[config.mk]
export PLATFORM = sky130hd
export DESIGN_NAME = ro_uart_sequencer_flat
export DESIGN_NICKNAME = d
export VERILOG_FILES = /design/src/rtl/ro_uart_sequencer_if.sv /design/src/rtl/ro_uart_sequencer.sv /design/src/flat_wrapper.sv
export SDC_FILE = /design/constraint.sdc
export NUM_CORES = 1
export LEC_CHECK = 0
export CORE_ASPECT_RATIO = 1.75
export CORE_MARGIN = 4
export CORE_UTILIZATION = 45
export CTS_CLUSTER_SIZE = 12
export DETAILED_ROUTE_END_ITERATION = 10
export PLACE_DENSITY_LB_ADDON = 0.1
export SETUP_SLACK_MARGIN = 0.4
export SYNTH_ARGS = -nofsm -noshare
export SYNTH_HDL_FRONTEND = slang
export SYNTH_SLANG_ARGS = --single-unit
[constraint.sdc]
create_clock -name clk -period 2.8 [get_ports clk]
set_input_delay 0.56 -clock clk [delete_from_list [all_inputs] [get_ports clk]]
set_output_delay 0.56 -clock clk [all_outputs]
set_load 0.01 [all_outputs]
[src/rtl/ro_uart_sequencer_if.sv]
// Handshake bundle between the RO sequencer and the UART cores, sum datapath and TX byte mux.
// The master modport is the sequencer side; the slave modport is the surrounding datapath.
interface ro_uart_sequencer_if #(
  parameter int unsigned SEL_W = 2,
  parameter int unsigned CH_W  = 2
);
  logic             sum_ready;
  logic             tx_busy;
  logic             rx_ready;
  logic [7:0]       rx_data;
  logic             sum_en;
  logic             tx_send;
  logic [SEL_W-1:0] send_sel;
  logic [CH_W-1:0]  ch_sel;
  logic             running;

  modport master (
    input  sum_ready, tx_busy, rx_ready, rx_data,
    output sum_en, tx_send, send_sel, ch_sel, running
  );

  modport slave (
    output sum_ready, tx_busy, rx_ready, rx_data,
    input  sum_en, tx_send, send_sel, ch_sel, running
  );
endinterface

[src/rtl/ro_uart_sequencer.sv]
// Command/response sequencer for the ring-oscillator temperature sensor.
// Decodes UART command bytes, gates the sum datapath and streams each result as a byte frame.
// Optional feature macro: SEQ_HEADER_EN prepends a header byte (send_sel == NBYTES) to
// every frame.
module ro_uart_sequencer #(
  parameter int unsigned NBYTES     = 3,
  parameter int unsigned SEL_W      = 2,
  parameter int unsigned NCH        = 4,
  parameter int unsigned CH_W       = 2,
  parameter int unsigned GAP_CYCLES = 100
) (
  input logic                clk,
  input logic                reset_n,
  ro_uart_sequencer_if.master bus
);

  localparam logic [SEL_W-1:0] LastIdx = SEL_W'(NBYTES - 1);
`ifdef SEQ_HEADER_EN
  localparam logic [SEL_W-1:0] HdrIdx   = SEL_W'(NBYTES);
  localparam logic [SEL_W-1:0] FirstIdx = HdrIdx;
`else
  localparam logic [SEL_W-1:0] FirstIdx = '0;
`endif
  localparam logic [15:0] Gap = 16'(GAP_CYCLES);

  typedef enum logic [2:0] {StIdle, StDecode, StWaitSum, StSend, StWaitTx} state_e;

  state_e           state_q, state_d;
  logic [7:0]       cmd_q, cmd_d;
  logic             pending_q, pending_d;
  logic             running_q, running_d;
  logic [CH_W-1:0]  ch_sel_q, ch_sel_d;
  logic [SEL_W-1:0] idx_q, idx_d;
  logic [15:0]      timer_q, timer_d;

  logic             sum_en, tx_send;
  logic [SEL_W-1:0] send_sel;

  // State and datapath registers.
  always_ff @(posedge clk or negedge reset_n) begin
    if (!reset_n) begin
      state_q   <= StIdle;
      cmd_q     <= '0;
      pending_q <= 1'b0;
      running_q <= 1'b0;
      ch_sel_q  <= '0;
      idx_q     <= '0;
      timer_q   <= '0;
    end else begin
      state_q   <= state_d;
      cmd_q     <= cmd_d;
      pending_q <= pending_d;
      running_q <= running_d;
      ch_sel_q  <= ch_sel_d;
      idx_q     <= idx_d;
      timer_q   <= timer_d;
    end
  end

  // Next-state logic: command decode, frame sequencing and byte index.
  always_comb begin
    state_d   = state_q;
    running_d = running_q;
    ch_sel_d  = ch_sel_q;
    idx_d     = idx_q;
    case (state_q)
      StIdle: begin
        if (pending_q) state_d = StDecode;
      end
      StDecode: begin
        if (cmd_q == 8'h00) begin
          running_d = 1'b1;
          state_d   = StWaitSum;
        end else if (cmd_q == 8'h01) begin
          running_d = 1'b0;
          state_d   = StWaitSum;
        end else if (cmd_q == 8'h02) begin
          running_d = 1'b0;
          state_d   = StIdle;
        end else begin
          if (cmd_q[7:4] == 4'h1 && 32'(cmd_q[3:0]) < NCH) ch_sel_d = cmd_q[CH_W-1:0];
          state_d = running_q ? StWaitSum : StIdle;
        end
      end
      StWaitSum: begin
        // A pending command beats a finished result.
        if (pending_q) begin
          state_d = StDecode;
        end else if (bus.sum_ready) begin
          idx_d   = FirstIdx;
          state_d = StSend;
        end
      end
      StSend: begin
        if (!bus.tx_busy) state_d = StWaitTx;
      end
      StWaitTx: begin
        if (timer_q >= Gap && !bus.tx_busy) begin
          if (idx_q == LastIdx) begin
            state_d = running_q ? StWaitSum : StIdle;
          end else begin
`ifdef SEQ_HEADER_EN
            idx_d = (idx_q == HdrIdx) ? '0 : idx_q + SEL_W'(1);
`else
            idx_d = idx_q + SEL_W'(1);
`endif
            state_d = StSend;
          end
        end
      end
      default: state_d = StIdle;
    endcase
  end

  // Command capture and state timer; a new byte wins over the clear on DECODE entry.
  always_comb begin
    cmd_d     = cmd_q;
    pending_d = pending_q;
    if (state_d == StDecode) pending_d = 1'b0;
    if (bus.rx_ready) begin
      pending_d = 1'b1;
      cmd_d     = bus.rx_data;
    end
    if (state_d != state_q) timer_d = '0;
    else if (timer_q == 16'hFFFF) timer_d = timer_q;
    else timer_d = timer_q + 16'd1;
  end

  // Outputs decoded from the registered state.
  always_comb begin
    sum_en   = (state_q == StWaitSum);
    tx_send  = (state_q == StSend) && !bus.tx_busy;
    send_sel = (state_q == StSend || state_q == StWaitTx) ? idx_q : '0;
  end

  assign bus.sum_en   = sum_en;
  assign bus.tx_send  = tx_send;
  assign bus.send_sel = send_sel;
  assign bus.ch_sel   = ch_sel_q;
  assign bus.running  = running_q;

endmodule

[src/flat_wrapper.sv]
// flat-port wrapper written by rule: the top's interface ports become plain ports
module ro_uart_sequencer_flat 
#(
  parameter int unsigned NBYTES     = 3,
  parameter int unsigned SEL_W      = 2,
  parameter int unsigned NCH        = 4,
  parameter int unsigned CH_W       = 2,
  parameter int unsigned GAP_CYCLES = 100
)
  (clk, reset_n, bus_sum_ready, bus_tx_busy, bus_rx_ready, bus_rx_data, bus_sum_en, bus_tx_send, bus_send_sel, bus_ch_sel, bus_running);
  ro_uart_sequencer_if #(.SEL_W(SEL_W), .CH_W(CH_W)) bus_i ();
  input logic clk;
  input logic reset_n;
  input wire logic [$bits(bus_i.sum_ready)-1:0] bus_sum_ready;
  input wire logic [$bits(bus_i.tx_busy)-1:0] bus_tx_busy;
  input wire logic [$bits(bus_i.rx_ready)-1:0] bus_rx_ready;
  input wire logic [$bits(bus_i.rx_data)-1:0] bus_rx_data;
  output wire logic [$bits(bus_i.sum_en)-1:0] bus_sum_en;
  output wire logic [$bits(bus_i.tx_send)-1:0] bus_tx_send;
  output wire logic [$bits(bus_i.send_sel)-1:0] bus_send_sel;
  output wire logic [$bits(bus_i.ch_sel)-1:0] bus_ch_sel;
  output wire logic [$bits(bus_i.running)-1:0] bus_running;
  assign bus_i.sum_ready = bus_sum_ready;
  assign bus_i.tx_busy = bus_tx_busy;
  assign bus_i.rx_ready = bus_rx_ready;
  assign bus_i.rx_data = bus_rx_data;
  assign bus_sum_en = bus_i.sum_en;
  assign bus_tx_send = bus_i.tx_send;
  assign bus_send_sel = bus_i.send_sel;
  assign bus_ch_sel = bus_i.ch_sel;
  assign bus_running = bus_i.running;
  ro_uart_sequencer #(.NBYTES(NBYTES), .SEL_W(SEL_W), .NCH(NCH), .CH_W(CH_W), .GAP_CYCLES(GAP_CYCLES)) u_core (.clk(clk), .reset_n(reset_n), .bus(bus_i));
endmodule
==> impl_metrics.toml, run 1 <==
[synthesis]
synth_cells = 178
synth.most_common_cell = "dfrtp_1"
syn_area_per_cell_um2 = 9.609
syn_area_um2 = 1710
synth_area_leaders = "dfrtp_1 48%, mux2_2 6.6%, nor2_1 6.1%"
synth.distinct_cells = 38
synth_top_area_share_pct = 48.28
async_flop_share_pct = 100.0
ys_seq_elements = 33
syn-num-nets = 194
yosysSeqAreaShare_pct = 48.28
synthFlopType = "dfrtp_1"
yosysTopAreaCell = "dfrtp_1"
yosys-top-cells-count = "33 x dfrtp_1, 28 x nor2_1, 13 x o21ai_0"
yosysWarnings = 0
synth_edf_count = 0

[min_path]
holdCritPathClass = "flip-flop to flip-flop"

[routing]
first_iter_violations = 41
wire_per_inst_um = 14.92
drtPass1Iterations = 4
vias = 1394
drc = 0
antenna_left = 0
viasPerCell = 5.576
drt_wl_total_um = 3729

[clock_network]
clk_root_buffer_cell = "clkbuf_8"
cts_buffer_depth = 2
cts.hold.buffers_added = 0
path_clk_slew_ps = 70
cts_sinks = 33
htree_levels = 2
cts_tree = "done"
clock_latency_ps = 280
cts_buffers = 5

[critical_path]
crit_fanout = 5
slowest_stage = "clkdlybuf4s50_1"
crit_type = "flip-flop to output pin"
endpoint_kind = "output pin"
crit_path_end = "bus_tx_send"
critPathLaunchType = "flip-flop"
crit_chain = "nand3b_1 -> buf_4 -> nor2_1 -> clkdlybuf4s50_1"
cp-startpoint = "u_core.state_q[2]"
cp.required_ps = 2240
reg2reg_to = "u_core.timer_q[12]"
ff2ff_path_depth = 5
r2r_slack_ps = 780
crit_arrival_ps = 1750
max_stage_delay_ps = 540
worstReg2RegStart = "u_core.timer_q[3]"

[die]
start_util_pct = 46.67
core_area_um2 = 3665
rows = 29
fp.dieW_um = 54.61
ioPinCount = 20
die_h_um = 89.56
die_area_um2 = 4890

[flow_run]
max-cap-violations = 0

[power_and_ir_drop]
p_per_area_nw_per_um2 = 617.1
power_mw = 1.271
leakage_nw = 0.8405
max-vdd-ir-drop_mv = 0.3911

[placed_design]
dp_hpwl_um = 2740
post_dp_cell_area_um2 = 1946
numPortBuffers = 19
place.gp.congestion = 0.8270

[timing]
whs_ps = 512.7
slew_headroom_pct = 62.40
max_freq_ghz = 0.4337
drv_slew = 0
tightest_slew_ps = 562.7
finalCritPeriodShare_pct = 82.35
rsz0062_at_grt = "true"
tns_ps = 0
setup_viol = 0
fin_skew_ps = 5.117
min_period_ps = 2306
hold_violations = 0

[global_route]
grt_overflow = 0
grt_max_degree = 34
antenna_found_initial = 0
grt_pass1_wl_um = 6479
gr-usage-all-layers_pct = 18.22
first_global_vias = 1459

[layout]
fin_nets = 219
nFillCells = 326
post_route_cells_drive_above_1_share_pct = 14.22
syn_to_final_growth_pct = 20.41
postLayoutCellArea_um2 = 2059
fin_util_pct = 56.20
n_antenna_cell = 0

[outcome]
status = "complete, no violations"
## per-layer routing
metal  vias up  global-route usage, %  part of all wire [%]
met3         6                  4.007                   3.5
met1       679                  19.19                    40
li1        687                      -                     -
met2        22                  33.84                    55
met4         0                  6.122                   1.6
met5         -                      0                     0
## placed cells by master, fill, tap and decap left out, types with 2 or more instances in the layout
cell             instances
and2_1                   2
o21ai_0                 13
nand4b_1                 2
nor4_1                   2
dfrtp_1                 30
nor2_1                  27
dfrtp_2                  3
clkdlybuf4s50_1         18
a211oi_1                 3
nor2b_1                  2
o22ai_1                  3
nor3_1                   5
mux2_2                  10
nand2_1                 10
inv_1                    7
nand2b_1                 2
clkbuf_8                 5
clkinv_2                 2
nand3_1                  7
nand4_1                  2
o211ai_1                 2
nand3b_1                 2
and3_1                   4
ha_1                     3
buf_4                    4
xor2_1                   6
or3_1                    3
xnor2_1                  4
a21oi_1                  6
## power breakdown
part           internal [mW]  switching (mW)
clock                  0.171           0.175
combinational          0.151           0.160
sequential             0.544          0.0690
total                  0.867           0.404
## worst max-delay path: cells and delay by family (launching register included)
| kind | cells | cell delay (ps) |
|---|---|---|
| simple gates | 2 | 310 |
| flops | 1 | 430 |
| buf+inv | 2 | 720 |
## layout make-up
cell class                 count  area [um^2]  share of cell area [%]
multi-input combinational    133        840.8                   40.83
sequential                    33        829.5                   40.28
timing repair buffer          23        219.0                   10.63
clock buffer                   5        68.82                   3.341
tap                           46        57.56                   2.795
inverter                       7        26.28                   1.276
clock inverter                 3        17.52                  0.8505
## state kept, by name, summed over array words and instances, names as in the netlist
| name | cells |
|---|---|
| u_core.bus.running | 1 |
| u_core.idx_q | 2 |
| u_core.cmd_q | 8 |
| u_core.state_q | 3 |
| u_core.bus.ch_sel | 2 |
| u_core.timer_q | 16 |
| u_core.pending_q | 1 |
## worst min path at each step
| stage | start | end | depth (start not counted) |
|---|---|---|---|
| 3_3_place_gp | u_core.idx_q[0] | u_core.idx_q[0] | 1 |
| 6_report | u_core.idx_q[0] | u_core.idx_q[0] | 1 |
| 5_1_grt | u_core.cmd_q[7] | u_core.cmd_q[7] | 1 |
| 4_1_cts | u_core.cmd_q[7] | u_core.cmd_q[7] | 1 |
| 3_5_place_dp | u_core.cmd_q[3] | u_core.cmd_q[3] | 1 |
| 2_1_floorplan | reset_n | u_core.bus.ch_sel[0] | 0 |
## what timing repair did
action                     4_1_cts  5_1_grt
cloned                           0        0
buffers inserted                 0        3
setup endpoints to repair        1        3
gates resized for setup          1        5
## logic make-up (layout without fill, tap and decap cells)
logic type,after synthesis,count (layout),synth area share [%]
AND/OR/NAND/NOR,76,76,22.82
AO/OA/AOI/OAI,34,34,12.29
flip-flops,33,33,48.28
buffers and inverters,12,38,2.706
XOR/XNOR,10,10,5.120
multiplexers,10,10,6.584
adder cells (fa/ha/maj),3,3,2.195
## per-stage QoR
| step | std cells | setup WS, ps |
|---|---|---|
| after detailed placement | 239 | 383.7 |
| after global routing | 250 | 390.8 |
| after global placement | 239 | 443.8 |
| after floorplan | 178 | 968.0 |
| after CTS | 247 | 403.7 |
| final | 250 | 494.1 |
Power figures use the tool's default switching activity.
==> run 2, diff against run 1 <==
Clock period 2.8 ns to 2.32 ns, I/O delays scaled along.
==> run 2 against run 1 <==
Compared with the run above: utilization rose by 2.4 points; final cell count up 1.6%; critical path type unchanged; die area stayed put.
==> impl_metrics.toml, run 2 (synthesis results as in run 1) <==
[die]
die_h_um = 89.56
die_area_um2 = 4890
start_util_pct = 46.67
fp.dieW_um = 54.61
rows = 29
core_area_um2 = 3665
ioPinCount = 20

[critical_path]
slowest_stage = "dfrtp_2"
crit_fanout = 7
crit_arrival_ps = 1410
r2r_slack_ps = 450
crit_chain = "buf_4 -> nand2b_1 -> nor2_1 -> dlygate4sd2_1"
critPathLaunchType = "flip-flop"
crit_type = "flip-flop to output pin"
crit_family = "buffers and inverters"
endpoint_kind = "output pin"
cp.required_ps = 1860
critPathBufInv = 2
max_stage_delay_ps = 410

[placed_design]
dp_hpwl_um = 2720
placedCellCount = 240
place.gp.congestion = 0.8920
numPortBuffers = 19

[layout]
instances_no_fill = 254
top_regs = "u_core.timer_q (16), u_core.cmd_q (8), u_core.state_q (3)"
n_antenna_cell = 0
post_route_cells_drive_above_1_share_pct = 20.19
largest_reg_flops = 16
fin_nets = 223
final_cell_mix = "27 x nor2_1, 27 x dfrtp_1, 14 x clkdlybuf4s50_1"
nFillCells = 325
largest-register = "u_core.timer_q"
syn_to_final_growth_pct = 25.60

[clock_network]
clk_root_buffer_cell = "clkbuf_8"
cts_buffer_depth = 2
clock_latency_ps = 290
cts_sinks = 33
htree_levels = 2
cts_tree = "done"
cts_buffers = 5
path_clk_slew_ps = 70

[power_and_ir_drop]
p_int_mw = 1.193
pwr-share-comb_pct = 25.0
swShare_pct = 30.43
leakage_nw = 0.8760
p_sw_mw = 0.5218
seq_power_share_pct = 42.8
max-vdd-ir-drop_mv = 0.5115
p_per_area_nw_per_um2 = 798.3
power_frac_clock_pct = 32.2

[timing]
hold_violations = 0
rsz0062_at_grt = "true"
tns_ps = 0
setup_viol = 0
min_period_ps = 1878
fin_skew_ps = 5.936
slew_headroom_pct = 70.14
finalCritPeriodShare_pct = 80.97
max_freq_ghz = 0.5324
tightest_slew_ps = 447.0
drv_slew = 0

[routing]
drc = 0
drtPass1Iterations = 4
vias = 1432
drt_wl_total_um = 3862
wire_per_inst_um = 15.20
antenna_left = 0
first_iter_violations = 31
viasPerCell = 5.638

[global_route]
grt_overflow = 0
first_global_vias = 1524
grt_max_degree = 34
grt_pass1_wl_um = 6630
antenna_found_initial = 0
gr-usage-all-layers_pct = 18.69

[outcome]
status = "complete, no violations"

[flow_run]
max-cap-violations = 0

[min_path]
holdCritPathClass = "flip-flop to flip-flop"
[run 2: cell count changes in the layout (fill, tap and decap cells not counted), moves of 2 or more]
| cell | previous run | this run |
|---|---|---|
| dfrtp_2 | 3 | 6 |
| dfrtp_1 | 30 | 27 |
| dlygate4sd2_1 | 1 | 3 |
| clkinv_2 | 2 | 0 |
| clkdlybuf4s50_1 | 18 | 14 |
| buf_4 | 4 | 7 |
[run 2: stage by stage]
step                setup slack, ps  power, mW  utilization, %  cell area, um^2  hold slack [ps]
floorplan                     558.7     0.9643               -             1710            168.4
global placement              132.3      1.127           53.64             1966            487.4
detailed placement            103.1      1.143           53.64             1966            497.1
CTS                           326.4      1.699           57.39             2103            517.9
global route                  374.7      1.822           58.62             2148            530.8
finish                        441.5      1.715           58.62             2148            514.3
[run 2: what timing repair did]
action                                  CTS  global route
endpoints found under the setup margin    5             5
pin swaps                                 0             2
setup buffers                             2             4
resized for setup                        11            11
hold buffers                              0             0
[run 2: final cells by class]
type | count | area [um^2] | share of cell area, %
Multi-Input combinational cell | 133 | 860.8 | 40.07
Clock inverter | 3 | 46.29 | 2.155
Tap cell | 46 | 57.56 | 2.679
Sequential cell | 33 | 833.3 | 38.79
Inverter | 7 | 26.28 | 1.223
Timing Repair Buffer | 27 | 255.2 | 11.88
Clock buffer | 5 | 68.82 | 3.203
[run 2: worst paths after layout]
kind                                    from                 to  cells after the start
max                        u_core.state_q[2]         bus_sum_en                      4
min                          u_core.cmd_q[7]    u_core.cmd_q[7]                      1
max reg2reg                u_core.timer_q[2]   u_core.pending_q                      5
min reg2reg                  u_core.cmd_q[7]    u_core.cmd_q[7]                      1
max in group asynchronous            reset_n  u_core.state_q[2]                      2
min in group asynchronous            reset_n    u_core.cmd_q[5]                      2
[run 2: per-layer routing]
metal	share of wire (%)	vias to the layer above	track usage [%]
li1	-	692	-
met1	38	704	18.95
met2	57	28	34.38
met3	3.3	8	3.840
met4	2.3	0	8.844
met5	0	-	0
[run 2: power by group through the flow]
stage	combinational (mW)	clock (mW)	sequential [mW]
after floorplan	0.249	0	0.716
after global placement	0.388	0	0.740
after detailed placement	0.396	0	0.747
after CTS	0.399	0.562	0.738
after global routing	0.484	0.588	0.749
final	0.430	0.552	0.733
==> run 3, diff against run 2 <==
Clock period 2.32 ns to 1.9 ns, I/O delays scaled along.
==> run 3 against run 2 <==
Compared with the run above: cell area grew 16%; routed wire length grew 21%; final cell count grew 9.4%; worst hold slack lost 47 ps; combinational power grew 92%; register-to-register slack lost 370 ps; utilization grew 9.5 points; sequential power grew 20%; sequential share of layout area shrank 5.7 points; global-route usage grew 2.6 points; critical path depth grew 1; die area is the same; critical path type is now flip-flop to flip-flop; critical endpoint is now u_core.pending_q; largest cell class unchanged.
==> impl_metrics.toml, run 3 (synthesis results as in run 1) <==
[layout]
fin_nets = 249
fin_util_pct = 68.15
final_common_cell = "dfrtp_1"
largest-register = "u_core.timer_q"
postLayoutCellArea_um2 = 2497
post_route_cells_drive_above_1_share_pct = 40.52
n_antenna_cell = 0
largest_reg_flops = 16
top_regs = "u_core.timer_q (16), u_core.cmd_q (8), u_core.state_q (3)"
instances_no_fill = 278
syn_to_final_growth_pct = 46.01
final_cell_mix = "33 x dfrtp_1, 27 x buf_4, 14 x nor2_1"

[timing]
layout_setup_ws_ps = 76.92
hold_violations = 0
tightest_slew_ps = 432.8
setup_viol = 0
min_period_ps = 1823
slew_headroom_pct = 71.05
drv_slew = 0
tns_ps = 0
finalCritPeriodShare_pct = 95.95
max_freq_ghz = 0.5485
rsz0062_at_grt = "true"
fin_skew_ps = 6.460

[power_and_ir_drop]
leakage_nw = 1.022
swShare_pct = 33.86
p_int_mw = 1.441
max-vdd-ir-drop_mv = 0.6215
p_per_area_nw_per_um2 = 872.1
power_frac_clock_pct = 21.8
pwr-share-comb_pct = 37.8
p_sw_mw = 0.7374
seq_power_share_pct = 40.3

[die]
core_area_um2 = 3665
die_area_um2 = 4890
rows = 29
die_h_um = 89.56
start_util_pct = 46.67
fp.dieW_um = 54.61
ioPinCount = 20

[global_route]
gr-usage-all-layers_pct = 21.30
grt_overflow = 0
antenna_found_initial = 0
grt_max_degree = 34
first_global_vias = 1659
grt_pass1_wl_um = 7465

[critical_path]
slowest_stage = "dfrtp_1"
crit_fanout = 3
crit_arrival_ps = 1990
endpoint_kind = "flip-flop"
crit_family = "compound AO/OA/AOI/OAI gates"
cp.required_ps = 2060
critPathLaunchType = "flip-flop"
crit_type = "flip-flop to flip-flop"
max_stage_delay_ps = 410
critPathBufInv = 0
crit_chain = "o311ai_4 -> and4_4 -> a2111oi_2 -> or3_1 -> a211o_1"

[placed_design]
numPortBuffers = 19
placedCellCount = 250
place.gp.congestion = 0.8630
place_ws_ps = -95.73
post_dp_cell_area_um2 = 2042
dp_hpwl_um = 2875

[clock_network]
cts_sinks = 33
cts_buffer_depth = 2
path_clk_slew_ps = 60
clk_root_buffer_cell = "clkbuf_8"
cts_buffers = 5
clock_latency_ps = 280
cts_tree = "done"
htree_levels = 2

[routing]
vias = 1576
first_iter_violations = 42
wire_per_inst_um = 16.78
viasPerCell = 5.669
drt_wl_total_um = 4666
drc = 0
antenna_left = 0
drtPass1Iterations = 4

[outcome]
status = "complete, no violations"

[min_path]
holdCritPathClass = "flip-flop to flip-flop"

[flow_run]
max-cap-violations = 0
-- run 3: cell count changes in the layout (fill, tap and decap cells not counted), moves of 3 or more --
| cell | previous run | this run |
|---|---|---|
| buf_4 | 7 | 27 |
| nor2_1 | 27 | 14 |
| nor2_2 | 1 | 8 |
| buf_6 | 0 | 6 |
| dfrtp_1 | 27 | 33 |
| dfrtp_2 | 6 | 0 |
| nor2_4 | 0 | 6 |
| o21ai_0 | 12 | 8 |
| a211oi_1 | 3 | 0 |
| a211oi_2 | 0 | 3 |
| buf_2 | 0 | 3 |
-- run 3: worst reg2reg max path, stage by stage, from the launching register on --
cell	delay, ps
dfrtp_1	410
o311ai_4	340
and4_4	300
a2111oi_2	50
or3_1	330
a211o_1	280
-- run 3: path summary, 6_finish.rpt --
| check | from | to | slack (ps) | cells past startpoint |
|---|---|---|---|---|
| hold / removal | u_core.idx_q[0] | u_core.idx_q[0] | 470 | 1 |
| hold reg to reg | u_core.idx_q[0] | u_core.idx_q[0] | 470 | 1 |
| setup / recovery | u_core.timer_q[3] | u_core.pending_q | 80 | 5 |
| setup reg to reg | u_core.timer_q[3] | u_core.pending_q | 80 | 5 |
| max in group asynchronous | reset_n | u_core.timer_q[10] | 1100 | 2 |
| min in group asynchronous | reset_n | u_core.cmd_q[7] | 500 | 2 |
-- run 3: cell type report --
type,count,area (um^2)
inverter,7,26.28
timing repair buffer,52,451.7
fill,295,1167
clock buffer,5,68.82
multi-input combinational,134,1062
tap,46,57.56
sequential,33,825.8
clock inverter,1,5.005
-- run 3: through the flow --
step	power (mW)	hold WS [ps]
floorplan	1.207	84.41
global placement	1.383	482.4
detailed placement	1.398	485.2
CTS	2.059	471.8
global route	2.313	507.5
finish	2.178	467.7
-- run 3: what timing repair did --
| action | CTS | global route |
|---|---|---|
| buffers inserted | 16 | 5 |
| gates cloned | 1 | 0 |
| resized for setup | 58 | 19 |
| pin swaps | 23 | 10 |
| hold buffers | 0 | 0 |
| endpoints found under the setup margin | 31 | 28 |
-- run 3: per-layer routing --
metal | wire length, um | GRT usage, %
met1 | 1679 | 22.17
met2 | 2647 | 39.55
met3 | 181 | 4.508
met4 | 158 | 7.937
met5 | 0 | 0
-- run 3: power groups by stage --
| stage | Clock (mW) | Sequential, mW | Combinational, mW |
|---|---|---|---|
| CTS | 0.490 | 0.873 | 0.696 |
| finish | 0.475 | 0.879 | 0.824 |
| global placement | 0 | 0.880 | 0.503 |
| floorplan | 0 | 0.875 | 0.332 |
| global route | 0.530 | 0.889 | 0.894 |
| detailed placement | 0 | 0.885 | 0.513 |
==> RTL change 1: new RTL, flow settings as in run 3 <==
Re-encode `state_e` (5 states) as one-hot, 5 bits wide.
--- a/src/rtl/ro_uart_sequencer.sv
+++ b/src/rtl/ro_uart_sequencer.sv
@@ -23,7 +23,7 @@
 `endif
   localparam logic [15:0] Gap = 16'(GAP_CYCLES);
 
-  typedef enum logic [2:0] {StIdle, StDecode, StWaitSum, StSend, StWaitTx} state_e;
+  typedef enum logic [4:0] {StIdle = 5'b00001, StDecode = 5'b00010, StWaitSum = 5'b00100, StSend = 5'b01000, StWaitTx = 5'b10000} state_e;
 
   state_e           state_q, state_d;
   logic [7:0]       cmd_q, cmd_d;
Formal check against the unedited RTL: no difference found for any inputs over 10 cycles, from zero or initial values and one cycle with reset_n low; not proved beyond that.
==> RTL change 1 against run 3 <==
Wire length rose by 31%; synthesized area rose by 22%; synthesized cell count rose by 17%; highest routed layer unchanged; sequential cell count rose by 2; count of clock-buffer cells in the layout did not move; final area rose by 28%; power rose by 11%; global-route usage rose by 1.0 points; largest power group unchanged; setup slack got worse by 0.16 ns; the run now ends with setup timing left; via count rose by 27%.
==> RTL change 1: results (changes against run 3) <==
stage;metric;value;unit;change
drt;wl_per_cell;18.2;um;was 16.8 um
global_route;grt_pass1_vias;2235;;was 1659
drt;vias;2000;;was 1576
logic_synthesis;synth.area.top_cells;dfrtp_1, mux2_2, nor3_1, nor4b_1, o21ai_0;;was dfrtp_1, mux2_2, nor2_1, o21ai_0, xor2_1
setup_path;ff2ff_path_depth;7;;was 5
place;routabilityCongestion;0.881;;was 0.863
setup_path;crit_family;simple AND/OR/NAND/NOR gates;;was compound AO/OA/AOI/OAI gates
logic_synthesis;synth_cells;208;;was 178
logic_synthesis;synth-xor-area-share;2.95;%;was 5.12%
logic_synthesis;yosysUniqueCellTypes;49;;was 38
drt;firstDrtPassIters;4;;unchanged
clock_tree;root_buffer;clkbuf_8;;unchanged
place;dp_hpwl;4000;um;was 2880 um
place;place_inst;312;;was 250
timing;clock_skew;0.00726;ns;was 0.00646 ns
drt;viasPerCell;5.93;;was 5.67
logic_synthesis;synthMuxAreaShare;8.84;%;was 6.58%
setup_path;cp.arrival;1.61;ns;was 1.99 ns
drt;drt_iter0_drc;54;;was 42
setup_path;r2r_start;u_core.state_q[3];;was u_core.timer_q[3]
worst_hold_path;hold_path.class;primary input to async pin;;was register to register
timing;slew_headroom;70.0;%;was 71.1%
logic_synthesis;syn-num-nets;224;;was 194
place;placed_cell_area;0.00265;mm^2;was 0.00204 mm^2
power;vdd_ir_drop_max;0.989;mV;was 0.621 mV
timing;final.setup.tns;-0.664;ns;was 0 ns
global_route;grt-ovfl-total;0;;unchanged
clock_tree;cts_max_level;2;;unchanged
logic_synthesis;synthAdderAreaFrac;1.80;%;was 2.19%
cells_and_area;drive_above_1_share;47.6;%;was 40.5%
place;io_buffer_count;19;;unchanged
timing;finalSetupViolCount;13;;was 0
logic_synthesis;synthTopCellsByCount;dfrtp_1, nand2_1, nor3_1, o21ai_0;;was dfrtp_1, nor2_1, o21ai_0, mux2_2, nand2_1
cells_and_area;reg_top3;u_core.timer_q (16), u_core.cmd_q (8), u_core.state_q (5);;was u_core.timer_q (16), u_core.cmd_q (8), u_core.state_q (3)
global_route;grt.total_usage;22.3;%;was 21.3%
cells_and_area;nNetsFinal;301;;was 249
global_route;grt_pass1_wl;10000;um;was 7470 um
clock_tree;clk_pin_slew;0.08;ns;was 0.06 ns
logic_synthesis;ys_seq_area_share;42.2;%;was 48.3%
setup_path;crit_fanout;2;;was 3
status;status;finished with violations;;was completed
power;leakage;1.35;nW;was 1.02 nW
setup_path;crit_start;u_core.state_q[4];;was u_core.timer_q[3]
logic_synthesis;synth_compound_area_share;14.0;%;was 12.3%
status;violations;setup timing;;
clock_tree;clock_path_buffers;2;;unchanged
timing;setup_ws;-0.0855;ns;was 0.0769 ns
global_route;grt_max_degree;36;;was 34
place;place_ws;-0.371;ns;was -0.0957 ns
[RTL change 1: final timing paths]
kind | end | slack [ns]
setup / recovery | bus_send_sel[0] | -0.09
hold / removal | u_core.state_q[3] | 0.49
setup reg to reg | u_core.timer_q[12] | -0.07
hold reg to reg | u_core.idx_q[0] | 0.50
max in group asynchronous | u_core.state_q[0] | 1.05
min in group clk | u_core.idx_q[0] | 0.50
[RTL change 1: where the power goes]
group	switching [mW]	internal [mW]
Clock	0.280	0.391
Combinational	0.441	0.392
Sequential	0.0935	0.830
Total	0.815	1.61
[RTL change 1: worst register-to-register path, stage by stage, from the launching register on]
cell and delay [ns]:
dfrtp_1 0.41, buf_4 0.19, xor2_2 0.18, mux2_2 0.17
o211ai_1 0.09, or3_4 0.39, buf_12 0.17, nor4b_2 0.28
[RTL change 1: per-layer routing]
layer,wire length (um),up-vias,GRT usage [%],share of wire (%)
met5,0,-,0,0
met4,318,0,13.6,5.2
li1,-,937,-,-
met3,117,31,2.91,1.9
met2,3500,48,40.1,57
met1,2190,984,23.0,36
[RTL change 1: cells by family (layout without fill, tap and decap cells)]
group	count (synthesis)	after routing
muxes	17	17
DFF	35	35
buffers and inverters	19	97
xor gates and xnor gates	7	7
AOI/OAI and AO/OA	40	40
and+or+nand+nor	87	87
adders and majority gates	3	3
[RTL change 1: area by class of cell]
type | count | area, um^2
inverters | 8 | 30.0
multi-input cells | 154 | 1430
clock inverters | 3 | 43.8
flip-flops and latches | 35 | 877
well taps | 51 | 63.8
fillers | 317 | 1240
repair buffers | 81 | 694
clock buffers | 5 | 68.8
[RTL change 1: repair_timing]
item / in CTS / in global routing
cloned: 1 / 0
pin swaps: 13 / 10
setup endpoints to repair: 31 / 30
resized for setup: 47 / 34
buffers inserted: 10 / 6
==> RTL change 2: new RTL, settings of run 3 <==
Without the edit above. `SEL_W` is set to 2 in 3 places; all go to 1.
--- a/src/rtl/ro_uart_sequencer_if.sv
+++ b/src/rtl/ro_uart_sequencer_if.sv
@@ -1,7 +1,7 @@
 // Handshake bundle between the RO sequencer and the UART cores, sum datapath and TX byte mux.
 // The master modport is the sequencer side; the slave modport is the surrounding datapath.
 interface ro_uart_sequencer_if #(
-  parameter int unsigned SEL_W = 2,
+  parameter int unsigned SEL_W = 1,
   parameter int unsigned CH_W  = 2
 );
   logic             sum_ready;
--- a/src/rtl/ro_uart_sequencer.sv
+++ b/src/rtl/ro_uart_sequencer.sv
@@ -4,7 +4,7 @@
 // every frame.
 module ro_uart_sequencer #(
   parameter int unsigned NBYTES     = 3,
-  parameter int unsigned SEL_W      = 2,
+  parameter int unsigned SEL_W      = 1,
   parameter int unsigned NCH        = 4,
   parameter int unsigned CH_W       = 2,
   parameter int unsigned GAP_CYCLES = 100
--- a/src/flat_wrapper.sv
+++ b/src/flat_wrapper.sv
@@ -2,7 +2,7 @@
 module ro_uart_sequencer_flat 
 #(
   parameter int unsigned NBYTES     = 3,
-  parameter int unsigned SEL_W      = 2,
+  parameter int unsigned SEL_W      = 1,
   parameter int unsigned NCH        = 4,
   parameter int unsigned CH_W       = 2,
   parameter int unsigned GAP_CYCLES = 100
Interface: changed (resized bus_send_sel); port bits go from 20 to 19. No check against the original RTL was run, so the function may have changed too.
==> RTL change 2 against run 3 <==
Maximum frequency rose by 11%; synthesized area is 5.7% lower; non-clock buffer count is 10 higher; setup slack better by 0.18 ns; power rose by 11%; wire length shrank 3.0%; final area increased by 2.2%; sequential cell count down 2; largest cell class unchanged; largest power group is now combinational logic; highest routed layer unchanged.
==> RTL change 2: results (changes against run 3) <==
stage;metric;value;unit;change
power;power.total;2.41;mW;was 2.18 mW
logic_synthesis;synth.avg_cell_area;9.66;um^2;was 9.61 um^2
drt;viasPerCell;5.51;;was 5.67
cells_and_area;nNetsFinal;246;;was 249
power;internal_power;1.65;mW;was 1.44 mW
cells_and_area;n_clock_buffer;6;;was 5
logic_synthesis;syn-num-nets;182;;was 194
clock_tree;clock_sinks;31;;was 33
cells_and_area;drive_above_1_share;46.1;%;was 40.5%
clock_tree;cts_setup_buffers;25;;was 16
global_route;grt.total_usage;21.7;%;was 21.3%
global_route;use_met1;19.6;%;was 22.2%
global_route;grt_pass1_vias;1677;;was 1659
power;seqPwrFrac;35.7;%;was 40.3%
setup_path;crit_fanout;8;;was 3
clock_tree;cts_resized;41;;was 58
logic_synthesis;synth.area.top_cells;dfrtp_1, mux2_2, xnor2_1, nor2_1, nand2_1;;was dfrtp_1, mux2_2, nor2_1, o21ai_0, xor2_1
place;place_inst;238;;was 250
place;dp_hpwl;2780;um;was 2880 um
status;status;completed;;unchanged
cells_and_area;buffers;62;;was 52
drt;wl_met1;1500;um;was 1680 um
place;routabilityCongestion;0.881;;was 0.863
cells_and_area;clkCellAreaFrac;4.61;%;was 2.96%
cells_and_area;num-fill-cells;245;;was 295
logic_synthesis;ys_seq_area_share;48.1;%;was 48.3%
global_route;use_met2;40.3;%;was 39.5%
worst_hold_path;hold_path.class;primary input to async pin;;was register to register
drt;dr_wl_met3;138;um;was 181 um
global_route;grt_max_degree;32;;was 34
power;vdd_ir_drop_max;0.803;mV;was 0.621 mV
setup_path;cp.arrival;1.85;ns;was 1.99 ns
logic_synthesis;synthTopCellsByCount;dfrtp_1, nor2_1, nand2_1, xnor2_1, a21oi_1;;was dfrtp_1, nor2_1, o21ai_0, mux2_2, nand2_1
cells_and_area;buffer_area_share;22.1;%;was 18.1%
drt;dr_wl_met2;2620;um;was 2650 um
logic_synthesis;yosysUniqueCellTypes;39;;was 38
-- RTL change 2: cell types whose count changed in the layout (fill, tap and decap cells not counted), sizes merged, moves of 3 or more --
cell	change
a21oi	+3
xnor2	+6
xor2	-5
and4	-3
buf	+9
nor3b	+5
o21ai	-9
nor2	-6
nand2	+4
nor3	+3
-- RTL change 2: worst paths after layout --
check / startpoint / to / slack, ns / cells after the start
worst max-delay path: bus_sum_ready / u_core.timer_q[2] / 0.26 / 6
worst min-delay path: reset_n / u_core.timer_q[5] / 0.48 / 2
worst max register to register: u_core.timer_q[11] / u_core.timer_q[2] / 0.29 / 6
worst min register to register: u_core.bus.ch_sel[1] / u_core.bus.ch_sel[1] / 0.48 / 2
max in group asynchronous: reset_n / u_core.state_q[2] / 1.10 / 2
min in group clk: u_core.bus.ch_sel[1] / u_core.bus.ch_sel[1] / 0.48 / 2
-- RTL change 2: logic make-up (layout without fill, tap and decap cells) --
kind of cell,after synthesis,after routing,share of synthesized area [%]
AND/OR/NAND/NOR,77,77,25.1
flip-flops,31,31,48.1
AO/OA/AOI/OAI,25,25,10.4
buffers and inverters,12,77,3.10
XOR/XNOR,11,11,5.97
multiplexers,8,8,5.59
adder cells (fa/ha/maj),2,2,1.55
other,1,1,0.233
-- RTL change 2: stage by stage --
step / util, % / area [um^2] / worst slack, ns
3_5_place_dp: 57.7 / 1980 / -0.158
3_3_place_gp: 57.7 / 1980 / -0.156
5_1_grt: 74.3 / 2550 / 0.212
4_1_cts: 70.6 / 2420 / 0.268
2_1_floorplan: - / 1670 / 0.356
6_report: 74.3 / 2550 / 0.256
-- RTL change 2: critical path, stage by stage --
cell and delay, ns:
clkdlybuf4s50_1 0.41, or3_1 0.35, a21oi_1 0.25, o22ai_4 0.14, buf_12 0.16, nor3_2 0.16
